<file path="src/rtl/writeback_regfile_if.sv">
// Writeback-stage bus of the register file: W-stage result inputs, D-stage read
// ports and the retired-instruction count.
interface writeback_regfile_if #(
  parameter int CNT_WIDTH = 64
);
  logic                 ValidW;
  logic                 RegWriteW;
  logic [1:0]           ResultSrcW;
  logic [2:0]           Funct3W;
  logic [31:0]          ReadDataW;
  logic [31:0]          ALUResultW;
  logic [31:0]          PCPlus4W;
  logic [4:0]           RdW;
  logic [4:0]           A1D;
  logic [4:0]           A2D;
  logic [31:0]          RD1D;
  logic [31:0]          RD2D;
  logic [31:0]          ResultW;
  logic [CNT_WIDTH-1:0] InstRetW;

  modport master (
    output ValidW, RegWriteW, ResultSrcW, Funct3W, ReadDataW, ALUResultW,
           PCPlus4W, RdW, A1D, A2D,
    input  RD1D, RD2D, ResultW, InstRetW
  );

  modport slave (
    input  ValidW, RegWriteW, ResultSrcW, Funct3W, ReadDataW, ALUResultW,
           PCPlus4W, RdW, A1D, A2D,
    output RD1D, RD2D, ResultW, InstRetW
  );
endinterface

</file>
<file path="src/rtl/writeback_regfile.sv">
// Writeback stage: load extraction, result select, 31-entry register file with
// write-through bypass on both read ports, and a retired-instruction counter.
module writeback_regfile #(
  parameter int CNT_WIDTH = 64
) (
  input  logic                clk,
  input  logic                rst_n,
  writeback_regfile_if.slave  wb
);

  logic [31:0] regs [1:31];
  logic [7:0]  lbyte;
  logic [15:0] lhalf;
  logic [31:0] ldata;
  logic        we;

  // ALUResultW[0] is ignored for halfword selection
  always_comb begin
    lbyte = wb.ReadDataW[{wb.ALUResultW[1:0], 3'b000} +: 8];
    lhalf = wb.ReadDataW[{wb.ALUResultW[1], 4'b0000} +: 16];
    ldata = wb.ReadDataW;
    unique case (wb.Funct3W)
      3'b000:  ldata = {{24{lbyte[7]}}, lbyte};
      3'b001:  ldata = {{16{lhalf[15]}}, lhalf};
      3'b100:  ldata = {24'h0, lbyte};
      3'b101:  ldata = {16'h0, lhalf};
      default: ldata = wb.ReadDataW;
    endcase
  end

  always_comb begin
    wb.ResultW = '0;
    unique case (wb.ResultSrcW)
      2'b00:   wb.ResultW = wb.ALUResultW;
      2'b01:   wb.ResultW = ldata;
      2'b10:   wb.ResultW = wb.PCPlus4W;
      default: wb.ResultW = '0;
    endcase
  end

  assign we = wb.ValidW & wb.RegWriteW & (wb.RdW != 5'd0);

  always_ff @(posedge clk or negedge rst_n) begin
    if (!rst_n) begin
      for (int unsigned i = 1; i < 32; i++) begin
        regs[5'(i)] <= '0;
      end
    end else if (we) begin
      regs[wb.RdW] <= wb.ResultW;
    end
  end

  always_ff @(posedge clk or negedge rst_n) begin
    if (!rst_n) begin
      wb.InstRetW <= '0;
    end else if (wb.ValidW) begin
      wb.InstRetW <= wb.InstRetW + CNT_WIDTH'(1);
    end
  end

  // Priority: x0, then same-cycle bypass, then array
  always_comb begin
    wb.RD1D = '0;
    if (wb.A1D == 5'd0) begin
      wb.RD1D = '0;
    end else if (we && (wb.RdW == wb.A1D)) begin
      wb.RD1D = wb.ResultW;
    end else begin
      wb.RD1D = regs[wb.A1D];
    end
  end

  always_comb begin
    wb.RD2D = '0;
    if (wb.A2D == 5'd0) begin
      wb.RD2D = '0;
    end else if (we && (wb.RdW == wb.A2D)) begin
      wb.RD2D = wb.ResultW;
    end else begin
      wb.RD2D = regs[wb.A2D];
    end
  end

endmodule

</file>
<file path="src/flat_wrapper.sv">
// flat-port wrapper written by rule: the top's interface ports become plain ports
module writeback_regfile_flat 
#(
  parameter int CNT_WIDTH = 64
)
  (clk, rst_n, wb_ValidW, wb_RegWriteW, wb_ResultSrcW, wb_Funct3W, wb_ReadDataW, wb_ALUResultW, wb_PCPlus4W, wb_RdW, wb_A1D, wb_A2D, wb_RD1D, wb_RD2D, wb_ResultW, wb_InstRetW);
  writeback_regfile_if #(.CNT_WIDTH(CNT_WIDTH)) wb_i ();
  input  logic clk;
  input  logic rst_n;
  input wire logic [$bits(wb_i.ValidW)-1:0] wb_ValidW;
  input wire logic [$bits(wb_i.RegWriteW)-1:0] wb_RegWriteW;
  input wire logic [$bits(wb_i.ResultSrcW)-1:0] wb_ResultSrcW;
  input wire logic [$bits(wb_i.Funct3W)-1:0] wb_Funct3W;
  input wire logic [$bits(wb_i.ReadDataW)-1:0] wb_ReadDataW;
  input wire logic [$bits(wb_i.ALUResultW)-1:0] wb_ALUResultW;
  input wire logic [$bits(wb_i.PCPlus4W)-1:0] wb_PCPlus4W;
  input wire logic [$bits(wb_i.RdW)-1:0] wb_RdW;
  input wire logic [$bits(wb_i.A1D)-1:0] wb_A1D;
  input wire logic [$bits(wb_i.A2D)-1:0] wb_A2D;
  output wire logic [$bits(wb_i.RD1D)-1:0] wb_RD1D;
  output wire logic [$bits(wb_i.RD2D)-1:0] wb_RD2D;
  output wire logic [$bits(wb_i.ResultW)-1:0] wb_ResultW;
  output wire logic [$bits(wb_i.InstRetW)-1:0] wb_InstRetW;
  assign wb_i.ValidW = wb_ValidW;
  assign wb_i.RegWriteW = wb_RegWriteW;
  assign wb_i.ResultSrcW = wb_ResultSrcW;
  assign wb_i.Funct3W = wb_Funct3W;
  assign wb_i.ReadDataW = wb_ReadDataW;
  assign wb_i.ALUResultW = wb_ALUResultW;
  assign wb_i.PCPlus4W = wb_PCPlus4W;
  assign wb_i.RdW = wb_RdW;
  assign wb_i.A1D = wb_A1D;
  assign wb_i.A2D = wb_A2D;
  assign wb_RD1D = wb_i.RD1D;
  assign wb_RD2D = wb_i.RD2D;
  assign wb_ResultW = wb_i.ResultW;
  assign wb_InstRetW = wb_i.InstRetW;
  writeback_regfile #(.CNT_WIDTH(CNT_WIDTH)) u_core (.clk(clk), .rst_n(rst_n), .wb(wb_i));
endmodule
</file>
<file path="config.mk">
export PLATFORM = sky130hd
export DESIGN_NAME = writeback_regfile_flat
export DESIGN_NICKNAME = d
export VERILOG_FILES = /design/src/rtl/writeback_regfile_if.sv /design/src/rtl/writeback_regfile.sv /design/src/flat_wrapper.sv
export SDC_FILE = /design/constraint.sdc
export NUM_CORES = 2
export LEC_CHECK = 0
export CORE_MARGIN = 2
export CORE_UTILIZATION = 61
export CTS_BUF_LIST = sky130_fd_sc_hd__clkbuf_8 sky130_fd_sc_hd__clkbuf_16
export DETAILED_ROUTE_END_ITERATION = 7
export HOLD_SLACK_MARGIN = 0.08
export PLACE_DENSITY = 0.81
export REMOVE_ABC_BUFFERS = 1
export SETUP_SLACK_MARGIN = 0.1
export SLEW_MARGIN = 20
export SYNTH_ARGS = -nofsm -noshare
export SYNTH_HDL_FRONTEND = slang
export SYNTH_SLANG_ARGS = --single-unit
</file>
<file path="constraint.sdc">
create_clock -name clk -period 5.3 [get_ports clk]
set_input_delay 1.59 -clock clk [delete_from_list [all_inputs] [get_ports clk]]
set_output_delay 1.59 -clock clk [all_outputs]
set_load 0.01 [all_outputs]
</file>
==> results.yml <==
run_status:
  status: "complete, but fails checks"
  violations: "design-rule violations, negative setup slack"
setup_path:
  cpPeakStageDelay_ns: 0.39
  critPathMaxFanout: 7
  worstPathRequired_ns: 3.71
  path_cells: "buf_6 > or3_4 > o311ai_4 > buf_6 > buf_6 > buf_6 > nor4_4 > buf_4 > buf_12 > buf_12 > a311oi_2 > a21oi_2 > buf_4 > buf_2"
  crit_path_end_kind: "primary output"
  crit_top_cell: "buf_6"
  cpMaxStageDelayCell: "or3_4"
  worst_setup_path_start_kind: "input pin"
  rr_worst_depth: 5
  path_class: "in -> out"
  crit_arrival_ns: 3.74
cts:
  cts_sinks: 1056
  clk_latency_ns: 0.72
  cts_made_buffers: 111
  clock_path_buffers: 3
  cts_tree: "yes"
  cts_hold_buf: 0
  h-tree-depth: 3
  clk_pin_slew_worst_paths_ns: 0.06
  cts_root_buf: "clkbuf_16"
logic_synthesis:
  yosys.area.top_type: "dfrtp_1"
  ys.warnings.count: 0
  synth_edf_count: 0
  synthTopCellsByArea: "dfrtp_1, mux4_2, nand2_1"
  synth_cells: 5323
  ys_ff_latch: 1056
  ys.flop_type: "dfrtp_1"
  synth_top_area_share_pct: 47.29
  synth_cell_type_count: 69
  netlist_area_um2: 55870
  syn_area_per_cell_um2: 10.50
  synth_seq_area_share_pct: 47.29
  async_flop_share_pct: 100.0
finish:
  fin_nets: 6017
  mostFrequentLayoutCell: "dfrtp_1"
  fin_area_um2: 70910
  area_growth_pct: 26.90
  final_cell_mix: "dfrtp_1, nand2_1, nor2_1"
  final_core_util_pct: 77.71
  drive_above_1_share_pct: 29.29
power_and_ir_drop:
  vdd_drop_max_uv: 288.4
  pwr-share-seq_pct: 42.5
  clockPowerShare_pct: 35.5
  p_leak_nw: 31.21
  power.density_nw_per_um2: 340.6
  swShare_pct: 30.67
  internal_power_mw: 16.74
  power.switching_mw: 7.407
  power_frac_comb_pct: 22.0
die:
  coreArea_um2: 91250
  start_util_pct: 61.24
  die_area_um2: 94030
  fp.dieW_um: 306.7
  row_count: 111
  num_io_pins: 280
  die_h_um: 306.7
sta:
  hold_violations: 0
  report.final.slew_viol_count: 0
  max_freq_mhz: 187.7
  fin_setup_tns_ns: -0.06152
  period_needed_ns: 5.327
  rsz0062_at_grt: "yes"
  setup_ws_ns: -0.02745
  skew_ns: 0.01428
  period_share_pct: 100.5
  setup_violations: 3
  worstMarginPinSlew_ns: 1.141
  slew_headroom_pct: 23.90
route:
  wl_per_cell_um: 33.15
  routed_wl_um: 238300
  vias_per_cell: 7.629
  num_vias: 54850
  drc: 33
  dr.first_iter.drc_count: 10550
  dr.pass1.iters: 8
  antenna_left: 0
placed_design:
  pre_cts_slack_ns: -1.027
  placed_area_um2: 64050
  hpwl_um: 136400
  portBuffers: 279
  place.gp.congestion: 1.009
grt:
  grt_pass1_vias: 55020
  antenna_found_initial: 16
  grt.overflow.total: 0
  grt_max_degree: 177
  grt_usage_pct: 49.68
  grt_pass1_wl_um: 343500
hold_path:
  hold_class: "reg -> reg"
  holdPathStages: 1
job:
  max_cap_viol_count: 0
-- per-stage QoR --
stage | total power [mW] | std cells | hold slack, ns
6_report | 24.15 | 7190 | 0.4731
3_5_place_dp | 14.88 | 6850 | 0.4577
3_3_place_gp | 14.59 | 6850 | 0.4595
2_1_floorplan | 12.55 | 4796 | 0.4584
4_1_cts | 23.49 | 7143 | 0.4732
5_1_grt | 24.73 | 7179 | 0.4905
-- power by group through the flow --
stage | sequential, mW | clock, mW | combinational [mW]
6_report | 10.3 | 8.57 | 5.31
3_3_place_gp | 10.1 | 0 | 4.48
4_1_cts | 10.1 | 8.48 | 4.89
3_5_place_dp | 10.2 | 0 | 4.66
2_1_floorplan | 9.93 | 0 | 2.62
5_1_grt | 10.3 | 8.83 | 5.57
-- cells by family (layout without fill, tap and decap cells) --
group           count (synthesis)  in the layout  share of synthesized area (%)
other cells                     0             13                              0
simple gates                 1454           1455                          10.89
mux                           649            649                          20.30
fa+ha+maj                       1              1                        0.02239
flops                        1056           1056                          47.29
xor+xnor                       73             73                          1.144
compound gates               1514           1514                          15.95
buf+inv                       576           1243                          4.407
-- what timing repair did --
item	CTS	global route
gates resized for setup	634	193
buffers inserted	77	39
pin swaps	72	46
hold endpoints to repair	0	0
gates cloned	10	3
endpoints found under the setup margin	96	84
-- Yosys cell counts, drive strengths merged, types with 10 or more instances --
| library cell | instances |
|---|---|
| nor4 | 25 |
| nand3 | 29 |
| a211oi | 59 |
| and2 | 10 |
| nor2 | 536 |
| a221o | 26 |
| buf | 138 |
| mux2 | 123 |
| nor3b | 11 |
| xor2 | 28 |
| nand2b | 27 |
| o2bb2ai | 11 |
| o21ai | 612 |
| clkbuf | 389 |
| dfrtp | 1056 |
| nand2 | 668 |
| inv | 48 |
| a221oi | 82 |
| o22ai | 106 |
| nor2b | 27 |
| xnor2 | 45 |
| o22a | 17 |
| nor3 | 48 |
| a21oi | 492 |
| o221ai | 36 |
| mux4 | 375 |
| nand4 | 25 |
| and4 | 12 |
| mux2i | 151 |
-- state kept, by name, indices dropped and copies added, names as in the netlist --
name and count:
u_core.regs 992, u_core.wb.InstRetW 64
-- worst paths after layout --
check / to / slack [ns] / start
worst max-delay path: wb_RD2D[5] / -0.03 / wb_RdW[2]
worst min register to register: u_core.wb.InstRetW[63] / 0.47 / u_core.wb.InstRetW[63]
min in group asynchronous: u_core.regs[985] / 0.84 / rst_n
max in group asynchronous: u_core.regs[259] / 2.96 / rst_n
worst max register to register: u_core.wb.InstRetW[47] / 2.64 / u_core.wb.InstRetW[6]
worst min-delay path: u_core.wb.InstRetW[63] / 0.47 / u_core.wb.InstRetW[63]
-- metal layers --
layer	global-route usage (%)	wire, um
met2	69.08	97880
met5	0.8786	432
met1	56.26	71450
met4	44.54	27180
met3	24.60	41400
-- critical path, delay by kind of cell --
family | cells | cell delay [ns]
buf+inv | 9 | 1.12
compound gates | 3 | 0.59
simple gates | 2 | 0.43
-- layout make-up --
type | count | area [um2]
clock buffer | 136 | 3144
inverter | 49 | 183.9
multi-input combinational | 3692 | 28560
clock inverter | 72 | 848.3
antenna | 13 | 32.53
tap | 1186 | 1484
sequential | 1056 | 26430
fill | 4999 | 20340
timing repair buffer | 986 | 10220
(Power assumes the default switching activity.)
